`config.mk`:
```
export PLATFORM = sky130hd
export DESIGN_NAME = ifetch_unit
export DESIGN_NICKNAME = d
export VERILOG_FILES = /design/src/rtl/ifetch_pkg.sv /design/src/rtl/ifetch_fifo.sv /design/src/rtl/ifetch_unit.sv
export SDC_FILE = /design/constraint.sdc
export NUM_CORES = 1
export LEC_CHECK = 0
export CORE_MARGIN = 5
export CORE_UTILIZATION = 24
export DETAILED_ROUTE_END_ITERATION = 10
export SLEW_MARGIN = 10
export SYNTH_ARGS = -nofsm -noshare
export SYNTH_HDL_FRONTEND = slang
export SYNTH_SLANG_ARGS = --single-unit
```
`constraint.sdc`:
```
create_clock -name clk -period 3.05 [get_ports clk]
set_input_delay 0.61 -clock clk [delete_from_list [all_inputs] [get_ports clk]]
set_output_delay 0.61 -clock clk [all_outputs]
set_load 0.05 [all_outputs]
```
`src/rtl/ifetch_pkg.sv`:
```
// Shared types and constants for the instruction fetch unit.
package ifetch_pkg;

    localparam int DATA_BUS_WIDTH = 32;
    localparam logic [1:0] ILEN32_MARK = 2'b11;

    typedef struct packed {
        logic [DATA_BUS_WIDTH-1:0] pc;
        logic [DATA_BUS_WIDTH-1:0] word;
    } fetchEntry_t;

endpackage

```
`src/rtl/ifetch_fifo.sv`:
```
// Prefetch FIFO: synchronous write, combinational head, async reset, flush.
module ifetch_fifo #(
    parameter int WIDTH = 64,
    parameter int DEPTH = 4
) (
    input  logic                       clk,
    input  logic                       reset,
    input  logic                       flush,
    input  logic                       push,
    input  logic                       pop,
    input  logic [WIDTH-1:0]           wrData,
    output logic [WIDTH-1:0]           headData,
    output logic [$clog2(DEPTH+1)-1:0] count,
    output logic                       full,
    output logic                       empty
);

    localparam int PTR_W = $clog2(DEPTH);
    localparam int CNT_W = $clog2(DEPTH+1);

    logic [WIDTH-1:0] mem [DEPTH];
    logic [PTR_W-1:0] wrPtr;
    logic [PTR_W-1:0] rdPtr;

    always_ff @(posedge clk) begin
        if (push && !flush) begin
            mem[wrPtr] <= wrData;
        end
    end

    // DEPTH is a power of two, so pointers wrap naturally.
    always_ff @(posedge clk or posedge reset) begin
        if (reset) begin
            wrPtr <= '0;
            rdPtr <= '0;
            count <= '0;
        end else if (flush) begin
            wrPtr <= '0;
            rdPtr <= '0;
            count <= '0;
        end else begin
            if (push) wrPtr <= wrPtr + PTR_W'(1);
            if (pop)  rdPtr <= rdPtr + PTR_W'(1);
            count <= count + CNT_W'(push) - CNT_W'(pop);
        end
    end

    assign headData = mem[rdPtr];
    assign full     = (count == CNT_W'(DEPTH));
    assign empty    = (count == '0);

endmodule

```
`src/rtl/ifetch_unit.sv`:
```
// Instruction fetch initiator: PC sequencing, prefetch FIFO, redirect flush.
// Optional IFETCH_ILLEGAL_CHECK_EN adds the inst_illegal output.
module ifetch_unit #(
    parameter int DATA_BUS_WIDTH = ifetch_pkg::DATA_BUS_WIDTH,
    parameter int FIFO_DEPTH = 4,
    parameter logic [DATA_BUS_WIDTH-1:0] RESET_PC = '0
) (
    input  logic                      clk,
    input  logic                      reset,
    output logic [DATA_BUS_WIDTH-1:0] imem_addr,
    output logic                      imem_wr,
    input  logic [DATA_BUS_WIDTH-1:0] imem_rdata,
    input  logic                      redirect_valid,
    input  logic [DATA_BUS_WIDTH-1:0] redirect_pc,
`ifdef IFETCH_ILLEGAL_CHECK_EN
    output logic                      inst_illegal,
`endif
    output logic                      inst_valid,
    input  logic                      inst_ready,
    output logic [DATA_BUS_WIDTH-1:0] inst_data,
    output logic [DATA_BUS_WIDTH-1:0] inst_pc
);

    import ifetch_pkg::*;

    localparam int CNT_W = $clog2(FIFO_DEPTH+1);
    localparam int EW    = 2*DATA_BUS_WIDTH;
    localparam logic [DATA_BUS_WIDTH-1:0] ALIGN_MASK = ~(DATA_BUS_WIDTH'(3));

    logic [DATA_BUS_WIDTH-1:0] pc;
    logic [EW-1:0]             headEntry;
    logic [CNT_W-1:0]          fifoCount;
    logic                      fifoFull;
    logic                      fifoEmpty;
    logic                      pop;
    logic                      push;

    assign inst_valid = (fifoCount != '0);
    assign pop        = inst_valid & inst_ready;
    assign push       = !redirect_valid & (!fifoFull | pop);

    // Redirect flushes the FIFO; a coincident pop is dropped with it.
    ifetch_fifo #(
        .WIDTH (EW),
        .DEPTH (FIFO_DEPTH)
    ) u_fifo (
        .clk      (clk),
        .reset    (reset),
        .flush    (redirect_valid),
        .push     (push),
        .pop      (pop & !redirect_valid),
        .wrData   ({pc, imem_rdata}),
        .headData (headEntry),
        .count    (fifoCount),
        .full     (fifoFull),
        .empty    (fifoEmpty)
    );

    always_ff @(posedge clk or posedge reset) begin
        if (reset) begin
            pc <= RESET_PC;
        end else if (redirect_valid) begin
            pc <= redirect_pc & ALIGN_MASK;
        end else if (push) begin
            pc <= pc + DATA_BUS_WIDTH'(4);
        end
    end

    assign imem_addr = pc >> 2;
    assign imem_wr   = 1'b0;
    assign inst_pc   = fifoEmpty ? '0 : headEntry[EW-1 -: DATA_BUS_WIDTH];
    assign inst_data = fifoEmpty ? '0 : headEntry[DATA_BUS_WIDTH-1:0];

`ifdef IFETCH_ILLEGAL_CHECK_EN
    assign inst_illegal = inst_valid & (inst_data[1:0] != ILEN32_MARK);
`endif

endmodule

```
==> results.txt <==
Slew headroom: 0.609
Synth Register Bits: 285
Layout fillers: 4662
share of cells above drive strength 1: 0.251
maxcap violations: 0
most instantiated cells after synthesis: edfxtp_1, and2_1, mux4_2
wire length of the first global-routing pass: 44.0 mm
Seq/Total Area, Yosys: 0.723
post-synthesis mux area share: 0.123
Logic pwr share: 0.386
final RePlAce weighted congestion: 0.738
sequential share of power: 0.341
Worst Tran Pin Value: 0.585 ns
via count: 6514
r2r worst-path depth: 10
starting density of the core: 0.243
Ports: 166
die width: 230 µm
clock share of power: 0.274
Area after DPL: 0.0140 mm²
Overall Global Routing Usage: 0.109
async set-reset flop share out of synthesis: 0.130
Synth area leader: edfxtp_1
Num Clock Sinks: 285
Synth Cell Area: 0.0116 mm²
final wirelength: 29.0 mm
worst path arrival time: 2.31 ns
worst skew pair latency: 0.52 ns
simple-gate area share of the yosys netlist: 0.0871
crit path capture type: primary output
WL/cell: 19.7 µm
Final Hold Fails: 0
Critical Path RT: 2.44 ns
met3 Use GR: 0.0242
DR pass1 iterations: 4
Area contributors post-synth: edfxtp_1, mux4_2, dfrtp_1, and2_1, or4_1
Final setup viols: 0
CTS root buf: clkbuf_16
Post-Synth Adder-Cell Area: 0.00929
Worst Setup Path Type: reg -> out
Nets: 907
post-route ant nets: 0
CTS HTree Levels: 2
compound-cell area share of the yosys netlist: 0.0248
P_int: 0.00941 W
CTS tree: done
post-synthesis instance total: 648
CORE AREA: 0.0477 mm²
setup bufs post-CTS: 0
DR iter-0 viols: 403
max-slew violation count: 0
R2R setup slack: 0.62 ns
GRT met2 Usage: 0.179
largest net degree at the start of global routing: 45
XOR/XNOR Fraction of Synth Area: 0.0121
Fin Clk Skew: 0.0186 ns
Most Used Layer, Global Route: met2
crit path max fanout: 4
Die Y: 230 µm
post-route setup TNS: 0 ns
grt total ovfl: 0
IO Port Bufs: 158
vias in the first global route: 7024
peak supply drop: 390 µV
# DRC: 0
status: finished clean
fin area: 0.0151 mm²
Tcrit/Tclk final: 0.956
EDFF count, synth: 248
met1 Use GR: 0.143
Startpoint Class: register
vias per cell: 4.43
site row count: 80
unrepaired setup endpoints after global routing: false
LEAKAGE: 5.06 nW
die area: 0.0527 mm²
f_max: 0.343 GHz
Warnings, synthesis: 0
count leader, synth: edfxtp_1
hold_buf cts: 0
Detailed Place HPWL: 18.0 mm
Mean Syn Cell Area: 17.9 µm²
Synth top area share: 0.643
largest family of logic cells by synthesized area: multiplexers
Worst-path clk slew: 0.06 ns
Switching Fraction: 0.370
fin crit period: 2.92 ns
switching power: 0.00552 W
Synth cell types: 39
PwrDens: 986 mW/mm²
Clock Path Buffers: 3
Post-synth top flop: edfxtp_1
min-delay worst type: in -> async
synthesis-to-layout area growth: 30.8%
CTS Buf Count: 34
number of diodes: 0
initial antenna violation count: 0
[logic make-up after synthesis]
family          count (synthesis)
flops                         285
simple gates                  177
mux                            65
buf+inv                        54
compound gates                 42
xor+xnor                       16
fa+ha+maj                       8
other cells                     1
[final timing paths]
check / startpoint / to
setup reg to reg: u_fifo.count[1] / u_fifo.count[2]
max in group asynchronous: reset / u_fifo.rdPtr[0]
hold reg to reg: u_fifo.wrPtr[1] / u_fifo.wrPtr[1]
hold / removal: reset / pc[26]
setup / recovery: u_fifo.count[1] / inst_valid
min in group clk: u_fifo.wrPtr[1] / u_fifo.wrPtr[1]
[area by class of cell]
type                       instances  area, µm²  share of cell area
sequential                       285       8380               0.553
clock inverter                    17        168              0.0111
inverter                          13       48.8             0.00322
tap                              615        769              0.0508
multi-input combinational        313       3000               0.198
clock buffer                      45        976              0.0644
timing repair buffer             184       1800               0.119
[flip-flops by register name (all words and copies together) (netlist names)]
signal        cells
pc               30
u_fifo.count      3
u_fifo.mem      248
u_fifo.rdPtr      2
u_fifo.wrPtr      2
[power by group through the flow]
stage | Combinational, W | Clock [W] | Sequential [W]
final | 0.00576 | 0.00409 | 0.00509
after detailed placement | 0.00591 | 0 | 0.00518
after global placement | 0.00587 | 0 | 0.00514
after CTS | 0.00592 | 0.00426 | 0.00510
after global routing | 0.00613 | 0.00441 | 0.00514
after floorplan | 0.00371 | 0 | 0.00523
[repair_timing]
action	CTS	global route
gates resized for setup	0	1
hold endpoints to repair	0	0
setup endpoints to repair	0	6
[through the flow]
stage          hold WS [ns]  total power [W]  instances  utilization  setup WS [ns]
2_1_floorplan         0.542          0.00894        652            -         0.0137
6_report              0.509           0.0149       1472        0.317          0.134
4_1_cts               0.486           0.0153       1472        0.317        0.00121
3_3_place_gp          0.575           0.0110       1410        0.293          0.266
3_5_place_dp          0.582           0.0111       1410        0.293          0.243
5_1_grt               0.536           0.0157       1472        0.317         0.0117
[routing by layer]
layer	up-vias	wire (µm)
li1	2911	-
met1	3382	12800
met2	175	13900
met3	46	1460
met4	0	788
met5	-	0
[layout by cell type (no fill, tap or decap), types with 3 or more instances in the layout]
cell type	instances
a31oi_1	10
and2_1	62
and2_4	4
buf_12	14
buf_4	73
bufinv_16	3
clkbuf_1	6
clkbuf_16	37
clkdlybuf4s50_1	96
clkinv_1	6
clkinv_2	4
clkinvlp_4	4
conb_1	5
dfrtp_1	35
edfxtp_1	248
ha_1	7
inv_1	12
mux4_2	62
nand2_1	25
nand3_1	16
nand4_1	6
nor2_1	22
nor2b_1	3
nor3_1	5
nor4_1	3
o211ai_1	4
o21ai_0	11
o31ai_1	11
or2_2	3
or3_1	6
or4_1	16
xnor2_1	12
xor2_1	4
[critical path, cell delays in order, from the launching register on]
cell and delay, ns:
dfrtp_1 0.44, or3_2 0.56, clkdlybuf4s50_1 0.78
No activity file was read; power rests on OpenSTA's default activity.
